==> src/rtl/xif_offload_ctrl.sv <==
// Core-side CV-X-IF initiator: issue/commit handshake for one offload at a time,
// outstanding-ID tracking, and a one-entry result-to-writeback buffer.
module xif_offload_ctrl #(
   parameter int unsigned X_NUM_RS        = 2,
   parameter int unsigned X_ID_WIDTH      = 4,
   parameter int unsigned X_RFR_WIDTH     = 32,
   parameter int unsigned MAX_OUTSTANDING = 4
) (
   input  logic                            clk_i,
   input  logic                            rst_ni,
   input  logic                            off_valid_i,
   output logic                            off_ready_o,
   input  logic [31:0]                     off_instr_i,
   input  logic [X_NUM_RS*X_RFR_WIDTH-1:0] off_rs_i,
   input  logic                            off_kill_i,
   output logic                            off_done_o,
   output logic                            off_illegal_o,
   output logic                            issue_valid_o,
   input  logic                            issue_ready_i,
   output logic [31:0]                     issue_req_instr_o,
   output logic [1:0]                      issue_req_mode_o,
   output logic [X_ID_WIDTH-1:0]           issue_req_id_o,
   output logic [X_NUM_RS*X_RFR_WIDTH-1:0] issue_req_rs_o,
   output logic [X_NUM_RS-1:0]             issue_req_rs_valid_o,
   input  logic                            issue_resp_accept_i,
   input  logic                            issue_resp_writeback_i,
   output logic                            commit_valid_o,
   output logic [X_ID_WIDTH-1:0]           commit_id_o,
   output logic                            commit_kill_o,
   input  logic                            result_valid_i,
   output logic                            result_ready_o,
   input  logic [X_ID_WIDTH-1:0]           result_id_i,
   input  logic [31:0]                     result_data_i,
   input  logic [4:0]                      result_rd_i,
   input  logic                            result_we_i,
   input  logic                            result_exc_i,
   input  logic [5:0]                      result_exccode_i,
   output logic                            wb_valid_o,
   input  logic                            wb_ready_i,
   output logic [4:0]                      wb_rd_o,
   output logic [31:0]                     wb_data_o,
   output logic                            wb_we_o,
   output logic                            wb_exc_o,
   output logic [5:0]                      wb_exccode_o,
   output logic [$clog2(MAX_OUTSTANDING+1)-1:0] outstanding_o,
   output logic                            proto_err_o
);

   localparam int unsigned CW      = $clog2(MAX_OUTSTANDING + 1);
   localparam int unsigned NUM_IDS = 2 ** X_ID_WIDTH;
   localparam logic [CW-1:0] MAX_C = CW'(MAX_OUTSTANDING);

   typedef enum logic [1:0] {IDLE, ISSUE, COMMIT} state_e;

   state_e                            state_q;
   logic [31:0]                       instr_q;
   logic [X_NUM_RS*X_RFR_WIDTH-1:0]   rs_q;
   logic [X_ID_WIDTH-1:0]             id_q, next_id_q;
   logic                              accept_q, kill_q;
   logic [NUM_IDS-1:0]                table_q;
   logic [CW-1:0]                     count_q, count_d;
   logic                              wb_valid_q, wb_we_q, wb_exc_q, proto_err_q;
   logic [4:0]                        wb_rd_q;
   logic [31:0]                       wb_data_q;
   logic [5:0]                        wb_exccode_q;
   logic                              off_hs, add, remove, res_hs;

   // The writeback hint carries no information this initiator acts on.
   logic unused_writeback;
   assign unused_writeback = issue_resp_writeback_i;

   assign off_ready_o    = (state_q == IDLE) && (count_q < MAX_C);
   assign off_hs         = off_valid_i && off_ready_o;
   assign result_ready_o = !wb_valid_q || wb_ready_i;
   assign res_hs         = result_valid_i && result_ready_o;

   // The ID being committed this cycle cannot legally have a result yet.
   always_comb begin
      add    = (state_q == COMMIT) && accept_q && !kill_q;
      remove = res_hs && table_q[result_id_i] &&
               !((state_q == COMMIT) && (result_id_i == id_q));
      count_d = count_q + CW'(add) - CW'(remove);
   end

   always_ff @(posedge clk_i or negedge rst_ni) begin
      if (!rst_ni) begin
         state_q   <= IDLE;
         instr_q   <= '0;
         rs_q      <= '0;
         id_q      <= '0;
         next_id_q <= '0;
         accept_q  <= 1'b0;
         kill_q    <= 1'b0;
      end else begin
         case (state_q)
            IDLE: begin
               kill_q <= 1'b0;
               if (off_hs) begin
                  instr_q <= off_instr_i;
                  rs_q    <= off_rs_i;
                  id_q    <= next_id_q;
                  state_q <= ISSUE;
               end
            end
            ISSUE: begin
               if (off_kill_i) kill_q <= 1'b1;
               if (issue_ready_i) begin
                  accept_q  <= issue_resp_accept_i;
                  next_id_q <= next_id_q + X_ID_WIDTH'(1);
                  state_q   <= COMMIT;
               end
            end
            COMMIT: begin
               if (off_kill_i) kill_q <= 1'b1;
               state_q <= IDLE;
            end
            default: state_q <= IDLE;
         endcase
      end
   end

   always_ff @(posedge clk_i or negedge rst_ni) begin
      if (!rst_ni) begin
         table_q      <= '0;
         count_q      <= '0;
         proto_err_q  <= 1'b0;
         wb_valid_q   <= 1'b0;
         wb_rd_q      <= '0;
         wb_data_q    <= '0;
         wb_we_q      <= 1'b0;
         wb_exc_q     <= 1'b0;
         wb_exccode_q <= '0;
      end else begin
         count_q <= count_d;
         if (add) table_q[id_q] <= 1'b1;
         if (remove) begin
            table_q[result_id_i] <= 1'b0;
            wb_valid_q   <= 1'b1;
            wb_rd_q      <= result_rd_i;
            wb_data_q    <= result_data_i;
            wb_we_q      <= result_we_i;
            wb_exc_q     <= result_exc_i;
            wb_exccode_q <= result_exccode_i;
         end else if (wb_ready_i) begin
            wb_valid_q <= 1'b0;
         end
         if (res_hs && !remove) proto_err_q <= 1'b1;
      end
   end

   assign issue_valid_o        = (state_q == ISSUE);
   assign issue_req_instr_o    = instr_q;
   assign issue_req_mode_o     = 2'b11;
   assign issue_req_id_o       = id_q;
   assign issue_req_rs_o       = rs_q;
   assign issue_req_rs_valid_o = '1;
   assign commit_valid_o       = (state_q == COMMIT);
   assign commit_id_o          = id_q;
   assign commit_kill_o        = (state_q == COMMIT) && (kill_q || !accept_q);
   assign off_done_o           = (state_q == COMMIT);
   assign off_illegal_o        = (state_q == COMMIT) && !accept_q;
   assign wb_valid_o           = wb_valid_q;
   assign wb_rd_o              = wb_rd_q;
   assign wb_data_o            = wb_data_q;
   assign wb_we_o              = wb_we_q;
   assign wb_exc_o             = wb_exc_q;
   assign wb_exccode_o         = wb_exccode_q;
   assign outstanding_o        = count_q;
   assign proto_err_o          = proto_err_q;

endmodule

==> config.mk <==
export PLATFORM = sky130hd
export DESIGN_NAME = xif_offload_ctrl
export DESIGN_NICKNAME = d
export VERILOG_FILES = /design/src/rtl/xif_offload_ctrl.sv
export SDC_FILE = /design/constraint.sdc
export NUM_CORES = 1
export LEC_CHECK = 0
export CORE_UTILIZATION = 43
export CTS_BUF_LIST = sky130_fd_sc_hd__clkbuf_8
export CTS_CLUSTER_DIAMETER = 150
export DETAILED_ROUTE_END_ITERATION = 8
export PLACE_DENSITY_LB_ADDON = 0.08
export SLEW_MARGIN = 20
export SYNTH_ARGS = -nofsm -noshare
export SYNTH_HDL_FRONTEND = slang
export SYNTH_SLANG_ARGS = --single-unit
==> constraint.sdc <==
create_clock -name clk_i -period 4.05 [get_ports clk_i]
set_clock_uncertainty 0.1 [all_clocks]
set_input_delay 1.0125 -clock clk_i [delete_from_list [all_inputs] [get_ports clk_i]]
set_output_delay 1.0125 -clock clk_i [all_outputs]
set_load 0.01 [all_outputs]
==> results of run 1 <==
## flip-flops by register name (all words and copies together), names as in the netlist, 2 cells and up
signal,flops
commit_id_o,4
wb_data_o,32
next_id_q,4
outstanding_o,3
table_q,16
issue_req_rs_o,64
wb_rd_o,5
wb_exccode_o,6
state_q,2
issue_req_instr_o,32
## routing by layer
metal | global-route usage [%] | up-vias | wire length (um)
met5 | 0 | - | 0
met4 | 7.37 | 0 | 356
met3 | 10.8 | 23 | 2080
met2 | 38.4 | 234 | 9580
met1 | 22.8 | 2532 | 6360
li1 | - | 2258 | -
## synthesized netlist by cell type, types with 2 or more instances
library cell / count / area share, %
a21oi_1: 25 / 1.8
a22o_1: 2 / 0.25
a31oi_1: 13 / 1.1
and2_1: 4 / 0.35
buf_2: 5 / 0.35
buf_4: 10 / 1.1
buf_6: 3 / 0.48
buf_8: 2 / 0.42
clkbuf_1: 9 / 0.48
dfrtp_1: 174 / 61
ha_1: 6 / 1.1
inv_1: 10 / 0.53
mux2_2: 123 / 20
mux2_4: 28 / 5.9
mux2i_1: 4 / 0.57
nand2_1: 7 / 0.37
nand3_1: 3 / 0.21
nor2_1: 5 / 0.26
nor2b_1: 8 / 0.71
nor3_1: 5 / 0.35
o21ai_0: 2 / 0.14
xnor2_1: 5 / 0.62
xor2_1: 4 / 0.49
## report_power, final
group | total, mW | switching (mW) | internal, mW
registers | 3.11 | 0.518 | 2.59
logic | 3.83 | 1.44 | 2.39
clock network | 1.26 | 0.605 | 0.653
## worst min-delay path by stage
stage	from	endpoint	slack, ns	cells after the start
2_1_floorplan	next_id_q[3]$_DFFE_PN0P_	next_id_q[3]$_DFFE_PN0P_	0.34	1
3_3_place_gp	next_id_q[3]$_DFFE_PN0P_	next_id_q[3]$_DFFE_PN0P_	0.35	1
6_report	next_id_q[3]$_DFFE_PN0P_	next_id_q[3]$_DFFE_PN0P_	0.37	1
3_5_place_dp	next_id_q[3]$_DFFE_PN0P_	next_id_q[3]$_DFFE_PN0P_	0.36	1
5_1_grt	next_id_q[3]$_DFFE_PN0P_	next_id_q[3]$_DFFE_PN0P_	0.40	1
4_1_cts	next_id_q[3]$_DFFE_PN0P_	next_id_q[3]$_DFFE_PN0P_	0.37	1
## per-stage QoR
| step | hold slack [ns] | cells | power, mW |
|---|---|---|---|
| finish | 0.371 | 1013 | 8.20 |
| global route | 0.399 | 1013 | 8.70 |
| CTS | 0.373 | 1013 | 8.30 |
| detailed placement | 0.362 | 981 | 7.00 |
| global placement | 0.354 | 981 | 6.88 |
| floorplan | 0.338 | 472 | 4.85 |
## kinds of logic after synthesis
| family | after synthesis |
|---|---|
| other | 1 |
| adder cells (fa/ha/maj) | 7 |
| buffers and inverters | 40 |
| AO/OA/AOI/OAI | 47 |
| multiplexers | 155 |
| AND/OR/NAND/NOR | 36 |
| flip-flops | 174 |
| XOR/XNOR | 9 |
## critical path, stage by stage
cell             delay (ns)
clkdlybuf4s50_1        0.59
mux2_2                 0.36
a222oi_1               0.39
nand2_1                0.11
nand3_2                0.10
inv_1                  0.06
ha_1                   0.28
inv_1                  0.05
ha_1                   0.13
inv_1                  0.05
fa_1                   0.38
xnor2_1                0.18
xnor2_1                0.15
## placed cells by master, fill, tap and decap left out, drive strengths merged, types with 5 or more instances in the layout
cell type      count
a21oi             25
a31oi             13
buf               11
clkbuf            20
clkdlybuf4s50    312
dfrtp            174
ha                 6
inv               12
mux2             151
nand2              7
nor2               5
nor2b              8
nor3               5
xnor2              5
## layout make-up
cell class | count | area, sq um | share of cell area (%)
sequential | 174 | 4350 | 40.2
tap | 216 | 270 | 2.50
clock inverter | 12 | 144 | 1.33
multi-input combinational | 258 | 2510 | 23.2
timing repair buffer | 323 | 3230 | 29.9
clock buffer | 20 | 275 | 2.54
inverter | 10 | 37.5 | 0.347
==> summary.txt, run 1 <==
Run status
  • Outcome: completed

Floorplanning
  • Chip Height: 130 um
  • DIE WIDTH: 130 um
  • Io pins: 319
  • Starting Density: 44.3%
  • Rows: 46
  • Core ar.: 16000 sq um
  • Die area: 17000 sq um

Global route
  • Largest net degree at the start of global routing: 90
  • First-pass GRT wire length: 27900 um
  • GRT Resource Usage Total: 21.9%
  • Grt ovf: 0
  • Initial antenna violation count: 0
  • Vias in the first global route: 5340

Setup path
  • Worst EP required: 4.31 ns
  • Reg2Reg Launch Point: table_q[11]$_DFF_PN0_
  • Crit path kind: in -> reg
  • Critical Path Start: result_id_i[3]
  • Worst setup endpoint: outstanding_o[2]$_DFF_PN0_
  • Arrival time of the worst setup path: 3.84 ns
  • Crit Path Max Fanout: 5
  • Crit. End Element: flop
  • Worst reg-to-reg setup slack: 1.34 ns
  • Cell depth of the worst flop-to-flop path: 12
  • RR Endpoint: outstanding_o[2]$_DFF_PN0_
  • Crit path launch type: primary input

CTS
  • Clock insertion delay at the later pin of the skew report: 0.44 ns
  • CTS H-tree lvls: 4
  • Inserted Clock Buffers: 17
  • Clk slew on worst S/H paths: 0.08 ns
  • Hold buffers post-CTS: 0
  • Post-CTS resize count: 0
  • CTS Sinks: 174
  • # Post-CTS Setup Buffers: 0
  • CTS tree: yes
  • Clock Path Buffers: 2
  • Root Driver: clkbuf_8

Synthesis
  • Largest family of logic cells by synthesized area: multiplexers
  • Ys Warns: 0
  • FF+latch count, synth: 174
  • Dominant synthesized flop cell: dfrtp_1
  • Mux share of post-synthesis cell area: 26.1%
  • Synth cell types: 35
  • Post-synthesis sequential area ratio: 61.5%
  • Syn Std Cell Area: 7080 sq um
  • Simple-gate portion of the synthesized area: 2.70%
  • Mapped Avg Cell Area: 15.1 sq um
  • Compound-Gate Fraction of Synth Area: 3.90%
  • EDFF count, synth: 0
  • Adder-Cell Fraction of Synth Area: 1.34%
  • Post-synthesis xor/xnor area fraction: 1.11%
  • Cell count after synthesis: 469
  • Async SR Flop Fraction: 100%

Final layout
  • # fillers: 1199
  • Cell area after layout: 10800 sq um
  • Final core utilization: 67.7%
  • Fraction of layout cells with a size suffix above 1: 24.6%
  • Ant diodes: 0
  • Nets: 945
  • Area Growth Syn to Fin: 52.8%

Place
  • Area after DPL: 10400 sq um
  • Final Wtd Congestion: 0.903
  • Count of port buffers added during placement: 313
  • Placement Setup Slack: 0.0150 ns
  • DP HPWL: 13800 um

Timing
  • Final setup violation count: 0
  • Worst rel slew slack: 49.3%
  • Worst setup margin: 0.464 ns
  • Min Tclk post-route: 3.59 ns
  • Worst Tran Pin Value: 0.750 ns
  • Fin crit share: 88.5%
  • Pins Over Slew Limit: 0
  • Final hold violations: 0
  • Fmax: 279 MHz
  • RSZ-0062 raised after global routing: false
  • Setup tns final: 0 ns

Routing
  • DR vias: 5047
  • Detailed-route vias per instance: 4.98
  • Wire per inst: 18.1 um
  • Final ANT Viol Nets: 0
  • First-pass detailed-route iteration total: 4
  • Final WL: 18400 um
  • Iter 0 DRT Violations: 239
  • Residual DRC: 0

Hold path
  • Worst hold path type: reg -> reg

Power
  • Power Dens Cells: 758 nW/um^2
  • Leakage: 4.65 nW
  • Peak VDD IR: 0.000469 V

Flow run
  • Max_cap viols: 0
No activity file was read; power rests on OpenSTA's default activity.
==> run 2, diff against run 1 <==
--- a/config.mk
+++ b/config.mk
@@ -5,11 +5,12 @@
 export SDC_FILE = /design/constraint.sdc
 export NUM_CORES = 1
 export LEC_CHECK = 0
+export CORE_MARGIN = 4
 export CORE_UTILIZATION = 43
 export CTS_BUF_LIST = sky130_fd_sc_hd__clkbuf_8
 export CTS_CLUSTER_DIAMETER = 150
 export DETAILED_ROUTE_END_ITERATION = 8
-export PLACE_DENSITY_LB_ADDON = 0.08
+export PLACE_DENSITY = 0.85
 export SLEW_MARGIN = 20
 export SYNTH_ARGS = -nofsm -noshare
 export SYNTH_HDL_FRONTEND = slang
==> run 2 against run 1 <==
  * Sequential share of layout area grew 0.074 points
  * First-iteration DRC count grew 5.0%
  * Critical path depth is the same
  * Cell count is the same
  * Via count shrank 0.59%
  * Core utilization shrank 0.13 points
  * Combinational power is essentially flat
  * Die area grew 9.4%
  * Sequential power is essentially flat
  * Total power grew 0.19%
  * Worst hold slack lost 0.0059 ns
==> summary.txt, run 2 (synthesis results as in run 1) <==
Final layout
  • Most frequent cells in the layout: clkdlybuf4s50_1 (312), dfrtp_1 (174), mux2_2 (123), mux2_4 (28), a21oi_1 (25)
  • Max reg flops: 64
  • Area Growth Syn to Fin: 52.5%
  • Cell area after layout: 10800 sq um
  • Commonest non-fill, non-tap cell in the layout: clkdlybuf4s50_1
  • Fraction of layout cells with a size suffix above 1: 24.3%
  • Nets: 945
  • Ant diodes: 0

CTS
  • CTS tree: yes
  • # Post-CTS Setup Buffers: 0
  • Root Driver: clkbuf_8
  • Clk slew on worst S/H paths: 0.09 ns
  • Hold buffers post-CTS: 0
  • Clock insertion delay at the later pin of the skew report: 0.45 ns
  • Inserted Clock Buffers: 17
  • CTS Sinks: 174
  • Post-CTS resize count: 0
  • Clock Path Buffers: 2
  • CTS H-tree lvls: 4

Hold path
  • Hold Path Stages: 1
  • Worst hold path type: reg -> reg
  • HP Start: next_id_q[3]$_DFFE_PN0P_
  • Hold worst-path end: next_id_q[3]$_DFFE_PN0P_

Run status
  • Outcome: completed

Floorplanning
  • Chip Height: 136 um
  • Rows: 46
  • Io pins: 319
  • DIE WIDTH: 136 um
  • Die area: 18600 sq um
  • Starting Density: 44.3%
  • Core ar.: 16000 sq um

Setup path
  • Reg2Reg Launch Point: table_q[3]$_DFF_PN0_
  • Most common cell type on the critical path: inv_1
  • Worst EP required: 4.33 ns
  • Crit path launch type: primary input
  • RR Endpoint: outstanding_o[2]$_DFF_PN0_
  • Arrival time of the worst setup path: 3.92 ns
  • Worst reg-to-reg setup slack: 1.26 ns
  • Cells along the critical path: clkdlybuf4s50_1, mux2_2, a222oi_1, nand2_1, nand3_2, inv_1, ha_1, inv_1, ha_1, inv_1, fa_1, xnor2_1, xnor2_1
  • Crit path kind: in -> reg
  • Crit Path Max Fanout: 4
  • Critical path's slowest cell: clkdlybuf4s50_1
  • Cell depth of the worst flop-to-flop path: 12
  • Crit path largest cell delay: 0.59 ns
  • Crit. End Element: flop

Power
  • Power Dens Cells: 761 nW/um^2
  • Internal power: 5.62 mW
  • Logic pwr share: 46.9%
  • Net Sw Power: 2.59 mW
  • Leakage: 4.66 nW
  • Peak VDD IR: 0.000401 V
  • Fraction of power consumed by the clock network: 15.2%
  • Seq pwr share: 37.9%
  • Sw frac: 31.6%

Global route
  • Initial antenna violation count: 0
  • GRT Resource Usage Total: 21.1%
  • Grt ovf: 0
  • Largest net degree at the start of global routing: 91
  • Vias in the first global route: 5722
  • First-pass GRT wire length: 30000 um

Routing
  • Iter 0 DRT Violations: 251
  • Residual DRC: 0
  • Final ANT Viol Nets: 0
  • Wire per inst: 19.2 um
  • Final WL: 19500 um
  • Detailed-route vias per instance: 4.95
  • DR vias: 5017
  • First-pass detailed-route iteration total: 7

Timing
  • RSZ-0062 raised after global routing: false
  • Worst Tran Pin Value: 0.827 ns
  • Worst rel slew slack: 44.9%
  • Min Tclk post-route: 3.64 ns
  • Final hold violations: 0
  • Hold WS: 0.365 ns
  • Fin crit share: 89.8%
  • Fmax: 275 MHz
  • Pins Over Slew Limit: 0
  • Final setup violation count: 0

Place
  • DP HPWL: 15100 um
  • Area after DPL: 10400 sq um
  • Final Wtd Congestion: 0.864
  • Count of port buffers added during placement: 313

Flow run
  • Max_cap viols: 0
[run 2: cell count changes in the layout (fill, tap and decap cells not counted)]
cell        previous run  this run
buf_4                  8         9
buf_12                 2         1
inv_1                 12        14
clkinv_2               3         2
clkinv_4               1         4
clkinvlp_4             3         0
clkbuf_8              20        19
[run 2: through the flow]
stage | worst slack [ns] | TNS [ns] | total power [mW] | instances | util [%]
CTS | 0.480 | 0 | 8.33 | 1013 | 67.5
floorplan | 0.488 | 0 | 4.85 | 472 | -
global route | 0.163 | 0 | 8.71 | 1013 | 67.5
finish | 0.414 | 0 | 8.22 | 1013 | 67.5
global placement | 0.0440 | 0 | 6.84 | 981 | 65.0
detailed placement | -0.0320 | -0.0320 | 7.04 | 981 | 65.0
[run 2: cell type report]
type	instances	area, sq um
clock buffers	19	262
multi-input cells	258	2510
repair buffers	323	3220
flip-flops and latches	174	4350
well taps	216	270
inverters	10	37.5
clock inverters	13	150
fillers	1129	5190
[run 2: metal layers]
layer / track usage, % / part of all wire (%) / up-vias
met5: 0 / 0 / -
met3: 9.25 / 10 / 47
met1: 21.7 / 35 / 2435
met2: 37.1 / 52 / 269
li1: - / - / 2266
met4: 9.01 / 3.3 / 0
[run 2: power groups by stage]
stage,registers (mW),logic [mW],clock network [mW]
2_1_floorplan,3.40,1.45,0
5_1_grt,3.22,4.13,1.37
3_5_place_dp,3.15,3.90,0
3_3_place_gp,3.08,3.76,0
4_1_cts,3.12,3.92,1.29
6_report,3.12,3.86,1.25
[run 2: worst max-delay path, delay by kind of cell]
family,cells,cell delay [ns]
XOR/XNOR,2,0.31
AO/OA/AOI/OAI,1,0.43
adder cells (fa/ha/maj),3,0.79
buffers and inverters,4,0.76
AND/OR/NAND/NOR,2,0.27
multiplexers,1,0.36
[run 2: worst max-delay path by stage]
stage                         from  cells past startpoint                         end
finish              result_id_i[3]                     13  outstanding_o[2]$_DFF_PN0_
global route        result_id_i[3]                     13  outstanding_o[2]$_DFF_PN0_
CTS                 result_id_i[3]                     13  outstanding_o[2]$_DFF_PN0_
detailed placement  result_id_i[3]                     13  outstanding_o[2]$_DFF_PN0_
global placement    result_id_i[3]                     13  outstanding_o[2]$_DFF_PN0_
floorplan           result_id_i[3]                     14  outstanding_o[2]$_DFF_PN0_
